File: config.mk
export PLATFORM = sky130hd
export DESIGN_NAME = y86_multicycle_seq
export DESIGN_NICKNAME = d
export VERILOG_FILES = /design/src/rtl/y86_multicycle_seq.sv
export SDC_FILE = /design/constraint.sdc
export NUM_CORES = 1
export LEC_CHECK = 0
export ABC_AREA = 0
export CORE_ASPECT_RATIO = 0.7
export CORE_MARGIN = 2
export CORE_UTILIZATION = 44
export CTS_CLUSTER_DIAMETER = 50
export DETAILED_ROUTE_END_ITERATION = 10
export GPL_TIMING_DRIVEN = 0
export PLACE_DENSITY = 0.8
export SYNTH_ARGS = -nofsm -noshare
export SYNTH_HDL_FRONTEND = slang
export SYNTH_SLANG_ARGS = --single-unit
File: constraint.sdc
create_clock -name CLK -period 4.9 [get_ports CLK]
set_input_delay 0.735 -clock CLK [delete_from_list [all_inputs] [get_ports CLK]]
set_output_delay 0.735 -clock CLK [all_outputs]
set_load 0.01 [all_outputs]
File: src/rtl/y86_multicycle_seq.sv
// Multi-cycle Y86 sequencer: owns PC, steps FETCH..PCUPDATE, tracks status and counters.
// Latency: 6 cycles per instruction, plus k extra MEMORY cycles while data memory is not ready.
// Backpressure: mem_req is held until mem_ready; MEM_TIMEOUT unanswered cycles raise an ADR fault.
module y86_multicycle_seq #(
    parameter int                  DATA_WID    = 32,
    parameter logic [DATA_WID-1:0] RESET_PC    = '0,
    parameter int                  CNT_WID     = 32,
    parameter int                  MEM_TIMEOUT = 15
) (
    input  logic                CLK,
    input  logic                RST,
    input  logic [3:0]          icode,
    input  logic [3:0]          ifun,
    input  logic                Cnd,
    input  logic [DATA_WID-1:0] valC,
    input  logic [DATA_WID-1:0] valP,
    input  logic [DATA_WID-1:0] valM,
    input  logic                instr_valid,
    input  logic                imem_error,
    input  logic                mem_ready,
    input  logic                dmem_error,
    output logic [DATA_WID-1:0] PC,
    output logic                fetch_en,
    output logic                decode_en,
    output logic                exec_en,
    output logic                wb_en,
    output logic                mem_req,
    output logic                mem_write,
    output logic [2:0]          stat,
    output logic [CNT_WID-1:0]  cycle_cnt,
    output logic [CNT_WID-1:0]  retire_cnt
);

    // Status encodings seen by software.
    localparam logic [2:0] STAT_AOK = 3'd1;
    localparam logic [2:0] STAT_HLT = 3'd2;
    localparam logic [2:0] STAT_ADR = 3'd3;
    localparam logic [2:0] STAT_INS = 3'd4;

    // The wait counter only needs to reach MEM_TIMEOUT-1: the cycle on which
    // it holds that value is the last one the request may still be answered.
    localparam int                WAIT_WID  = (MEM_TIMEOUT > 1) ? $clog2(MEM_TIMEOUT) : 1;
    localparam logic [WAIT_WID-1:0] WAIT_LAST = WAIT_WID'(MEM_TIMEOUT - 1);

    typedef enum logic [2:0] {
        S_FETCH     = 3'd0,
        S_DECODE    = 3'd1,
        S_EXECUTE   = 3'd2,
        S_MEMORY    = 3'd3,
        S_WRITEBACK = 3'd4,
        S_PCUPDATE  = 3'd5,
        S_STOP_HLT  = 3'd6,
        S_STOP_ERR  = 3'd7
    } state_t;

    state_t                state_q, state_d;
    logic [DATA_WID-1:0]   pc_q, pc_d;
    logic [2:0]            stat_q, stat_d;
    logic [3:0]            icode_q, icode_d;
    logic [WAIT_WID-1:0]   wait_q, wait_d;
    logic [CNT_WID-1:0]    cycle_q, cycle_d;
    logic [CNT_WID-1:0]    retire_q, retire_d;
    logic                  stopped;
    logic                  run;

    // ifun only fans out to the ALU/regfile blocks; the sequencer never looks at it.
    logic unused_ifun;
    assign unused_ifun = ^ifun;

    // Instructions that talk to data memory: rmmovl, mrmovl, call, ret, pushl, popl.
    function automatic logic is_mem_class(input logic [3:0] ic);
        case (ic)
            4'h4, 4'h5, 4'h8, 4'h9, 4'hA, 4'hB: is_mem_class = 1'b1;
            default:                            is_mem_class = 1'b0;
        endcase
    endfunction

    // Of those, rmmovl, call and pushl store to memory.
    function automatic logic is_mem_write(input logic [3:0] ic);
        case (ic)
            4'h4, 4'h8, 4'hA: is_mem_write = 1'b1;
            default:          is_mem_write = 1'b0;
        endcase
    endfunction

    assign stopped = (state_q == S_STOP_HLT) || (state_q == S_STOP_ERR);
    // Reset forces state to FETCH, but no block may be enabled while reset is held.
    assign run     = !RST;

    // Next-state, architectural updates and stage-enable decode.
    always_comb begin
        state_d   = state_q;
        pc_d      = pc_q;
        stat_d    = stat_q;
        icode_d   = icode_q;
        wait_d    = wait_q;
        retire_d  = retire_q;
        cycle_d   = stopped ? cycle_q : cycle_q + CNT_WID'(1);

        fetch_en  = 1'b0;
        decode_en = 1'b0;
        exec_en   = 1'b0;
        wb_en     = 1'b0;
        mem_req   = 1'b0;
        mem_write = 1'b0;

        unique case (state_q)
            S_FETCH: begin
                fetch_en = run;
                icode_d  = icode;
                if (imem_error) begin
                    stat_d  = STAT_ADR;
                    state_d = S_STOP_ERR;
                end else if (!instr_valid) begin
                    stat_d  = STAT_INS;
                    state_d = S_STOP_ERR;
                end else if (icode == 4'h0) begin
                    stat_d  = STAT_HLT;
                    state_d = S_STOP_HLT;
                end else begin
                    state_d = S_DECODE;
                end
            end
            S_DECODE: begin
                decode_en = run;
                state_d   = S_EXECUTE;
            end
            S_EXECUTE: begin
                exec_en = run;
                wait_d  = '0;
                state_d = S_MEMORY;
            end
            S_MEMORY: begin
                mem_req   = run && is_mem_class(icode_q);
                mem_write = run && is_mem_class(icode_q) && is_mem_write(icode_q);
                if (!is_mem_class(icode_q)) begin
                    state_d = S_WRITEBACK;
                end else if (mem_ready) begin
                    // A late answer on the final allowed cycle still counts as ready.
                    if (dmem_error) begin
                        stat_d  = STAT_ADR;
                        state_d = S_STOP_ERR;
                    end else begin
                        state_d = S_WRITEBACK;
                    end
                end else if (wait_q == WAIT_LAST) begin
                    stat_d  = STAT_ADR;
                    state_d = S_STOP_ERR;
                end else begin
                    wait_d = wait_q + WAIT_WID'(1);
                end
            end
            S_WRITEBACK: begin
                wb_en   = run;
                state_d = S_PCUPDATE;
            end
            S_PCUPDATE: begin
                // valM for ret is taken here; data memory keeps it stable since mem_ready.
                if (icode_q == 4'h8 || (icode_q == 4'h7 && Cnd)) begin
                    pc_d = valC;
                end else if (icode_q == 4'h9) begin
                    pc_d = valM;
                end else begin
                    pc_d = valP;
                end
                retire_d = retire_q + CNT_WID'(1);
                state_d  = S_FETCH;
            end
            S_STOP_HLT, S_STOP_ERR: begin
                state_d = state_q;
            end
            default: begin
                stat_d  = STAT_INS;
                state_d = S_STOP_ERR;
            end
        endcase
    end

    // Sequencer state register.
    always_ff @(posedge CLK or posedge RST) begin
        if (RST) begin
            state_q <= S_FETCH;
        end else begin
            state_q <= state_d;
        end
    end

    // Architectural registers: PC, status, latched icode, wait timer, counters.
    always_ff @(posedge CLK or posedge RST) begin
        if (RST) begin
            pc_q     <= RESET_PC;
            stat_q   <= STAT_AOK;
            icode_q  <= '0;
            wait_q   <= '0;
            cycle_q  <= '0;
            retire_q <= '0;
        end else begin
            pc_q     <= pc_d;
            stat_q   <= stat_d;
            icode_q  <= icode_d;
            wait_q   <= wait_d;
            cycle_q  <= cycle_d;
            retire_q <= retire_d;
        end
    end

    assign PC         = pc_q;
    assign stat       = stat_q;
    assign cycle_cnt  = cycle_q;
    assign retire_cnt = retire_q;

endmodule
==> summary.md <==
| Metric | Value |
|---|---|
| Status | complete, no violations |
| Clock share of power | 20.5% |
| Synth warn | 0 |
| DP Worst Slack | 1.66 ns |
| Drt via density | 5.35 |
| CTS buffer count | 9 |
| Overflow after GRT | 0 |
| CP Launch Type | primary input |
| Post-Route WL | 15800 microns |
| Max_slew headroom | 35.6% |
| Fin nets | 920 |
| Area of the multi-input gates | 2640 sq um |
| Slew at the pin closest to its max-slew limit | 0.958 ns |
| Synthesized area per cell | 9.59 sq um |
| Fmax | 313 MHz |
| Layout cell share with drive strength beyond 1 | 5.06% |
| Detailed placement HPWL | 12000 microns |
| Synth Cell Area | 5580 sq um |
| Syn_nets | 697 |
| Clock root cell | clkbuf_16 |
| Number of fill cells | 975 |
| GPL Wtd Cong | 0.878 |
| Crit path required time | 4.16 ns |
| First-pass GRT wire length | 26200 microns |
| CP peak stage delay | 0.53 ns |
| Setup WS post-layout | 1.71 ns |
| Endpoints failing hold | 0 |
| Diode count | 0 |
| Sequential cell area fraction in the yosys report | 49.3% |
| Number of global-route vias before repair | 5254 |
| Die Ht | 98.2 microns |
| Largest net degree at the start of global routing | 77 |
| Crit Path Max Fanout | 36 |
| Initial Util | 44.9% |
| Final setup viols | 0 |
| Slowest library cell on the worst path | clkdlybuf4s50_1 |
| Crit path DAT | 2.46 ns |
| Buffers and inverters on the worst path | 3 |
| Sink Count | 110 |
| Maximum vdd drop | 0.235 mV |
| Crit path cell chain | clkdlybuf4s50_1, inv_4, and3_1, clkdlybuf4s50_1 |
| Ys async rst share | 100% |
| Post-CTS Setup Inserts | 0 |
| Sw Share | 36.6% |
| Vias | 5205 |
| GRT Total Usage | 23.5% |
| Finished Layout Cells | 972 |
| Max Slew Vio Count | 0 |
| Hold Path Class | reg -> reg |
| # port buffers | 211 |
| Initial antenna violation count | 0 |
| Cts repair resizes | 0 |
| Rows | 34 |
| Dpl cells | 956 |
| TritonCTS clock tree | done |
| RSZ-0062 raised after global routing | no |
| Internal power | 2.22 mW |
| Number of routed nets with antenna violations | 0 |
| Clock insertion delay at the later pin of the skew report | 0.35 ns |
| Clock-pin slew on the worst setup and hold paths | 0.08 ns |
| Combinational fraction of design power | 41.1% |
| Clock Path Buffers | 2 |
| P_leak | 3.41 nW |
| Primary FF master, synth | dfrtp_1 |
| H-tree depth | 3 |
| Layout Area Growth over Synthesis | 47.2% |
| Delay-heaviest family, CP | buffers and inverters |
| 1st-pass router iterations | 4 |
| Syn Inst Count | 582 |
| Synth cell types | 47 |
| Routed len/inst | 16.2 microns |
| WS Path Type | in -> out |
| Seq cells post-synth | 110 |
| Post-synth EDFFs | 0 |
| Nature of the critical path endpoint | output port |
| I/O pin cnt | 216 |
| 1st-iter DRT viols | 247 |
| Cell repeated most along the worst path | clkdlybuf4s50_1 |
| Pwr/cell area | 426 nW/um^2 |
| Final min period | 3.19 ns |
| # DRC | 0 |
| Hold Buf Count CTS | 0 |
| Reg power frac | 38.5% |
| Part of the cycle the worst path needs | 65.2% |
| Core footprint | 12400 sq um |
| Net switching power | 1.28 mW |
| Die X | 139 microns |
| Die area | 13600 sq um |
| Max-cap violations | 0 |
| FF+latch area | 2750 sq um |
| Clk_skew | 0.0125 ns |
| Hold slack | 0.477 ns |
## power by group through the flow
stage	clock network, mW	logic, mW	registers, mW
after floorplan	0	0.652	1.41
after CTS	0.741	1.45	1.34
final	0.716	1.44	1.35
after global routing	0.775	1.59	1.38
after detailed placement	0	1.44	1.35
after global placement	0	1.40	1.34
## cell usage in the layout (no fill, tap or decap), types with 17 or more instances in the layout
cell type	synthesis	routed
clkdlybuf4s50_1	0	211
dfrtp_1	109	109
nand2_1	72	72
o21ai_0	72	72
xnor2_1	39	39
nor2b_1	34	34
a211oi_1	34	34
nand4_1	24	24
xor2_1	23	23
nand3_1	22	22
clkbuf_1	17	18
nor2_1	17	17
## synth_stat cells, drive strengths merged, types with 3 or more instances
library cell,instances,area (sq um)
and4,8,70.1
clkbuf,17,63.8
and3,11,68.8
nand3,22,110
nor2b,34,213
nor3,19,110
nand2b,3,18.8
and2,4,25.0
a211oi,34,255
nor4,7,58.8
or4,4,33.8
nor2,17,63.8
nand4,24,150
or2,3,18.8
buf,14,71.3
dfrtp,109,2730
ha,4,50.1
xnor2,39,342
o21ai,73,365
nand2,72,270
inv,15,56.3
nor3b,3,22.5
xor2,23,201
## worst paths after layout
path,start,end,slack (ns),cells past startpoint
setup / recovery,RST,wb_en,1.71,4
hold / removal,cycle_cnt[31]$_DFFE_PP0P_,cycle_cnt[31]$_DFFE_PP0P_,0.48,1
setup reg to reg,state_q[1]$_DFFE_PP0P_,cycle_cnt[31]$_DFFE_PP0P_,2.61,6
hold reg to reg,cycle_cnt[31]$_DFFE_PP0P_,cycle_cnt[31]$_DFFE_PP0P_,0.48,1
max in group asynchronous,RST,retire_cnt[14]$_DFFE_PP0P_,3.29,3
min in group asynchronous,RST,wait_q[2]$_DFFE_PP0P_,0.89,2
## area by class of cell
type	instances	share of cell area, %
buffer	31	1.64
clock buffer	10	2.79
clock inverter	6	0.761
inverter	15	0.716
multi-input combinational	426	32.1
sequential	110	33.5
tap	162	2.47
timing repair buffer	212	26.0
## metrics by stage
stage          util [%]  TNS [ns]  power (mW)  cell area (sq um)
6_report           66.2         0        3.50               8220
5_1_grt            66.2         0        3.74               8220
4_1_cts            66.2         0        3.53               8220
3_5_place_dp       63.8         0        2.80               7930
3_3_place_gp       63.6    -45.94        2.74               7900
2_1_floorplan         -         0        2.06               5580
## state kept, by name, summed over array words and instances (netlist names)
name and count:
PC 32, cycle_cnt 32, retire_cnt 32, icode_q 4
wait_q 4, stat 3, state_q 3
## logic make-up after synthesis
family / share of synthesized area [%]
simple gates: 23.3
buf+inv: 3.43
compound gates: 12.6
mux: 0.762
fa+ha+maj: 0.897
flops: 49.3
xor+xnor: 9.73
## layer usage
layer  part of all wire, %  wire (microns)  track usage [%]
met1                    43            6730             29.6
met5                     0               0                0
met4                  0.98             155             5.83
met3                   7.8            1220             7.70
met2                    49            7660             39.8
Note: power is estimated with default switching activity, not from simulation.
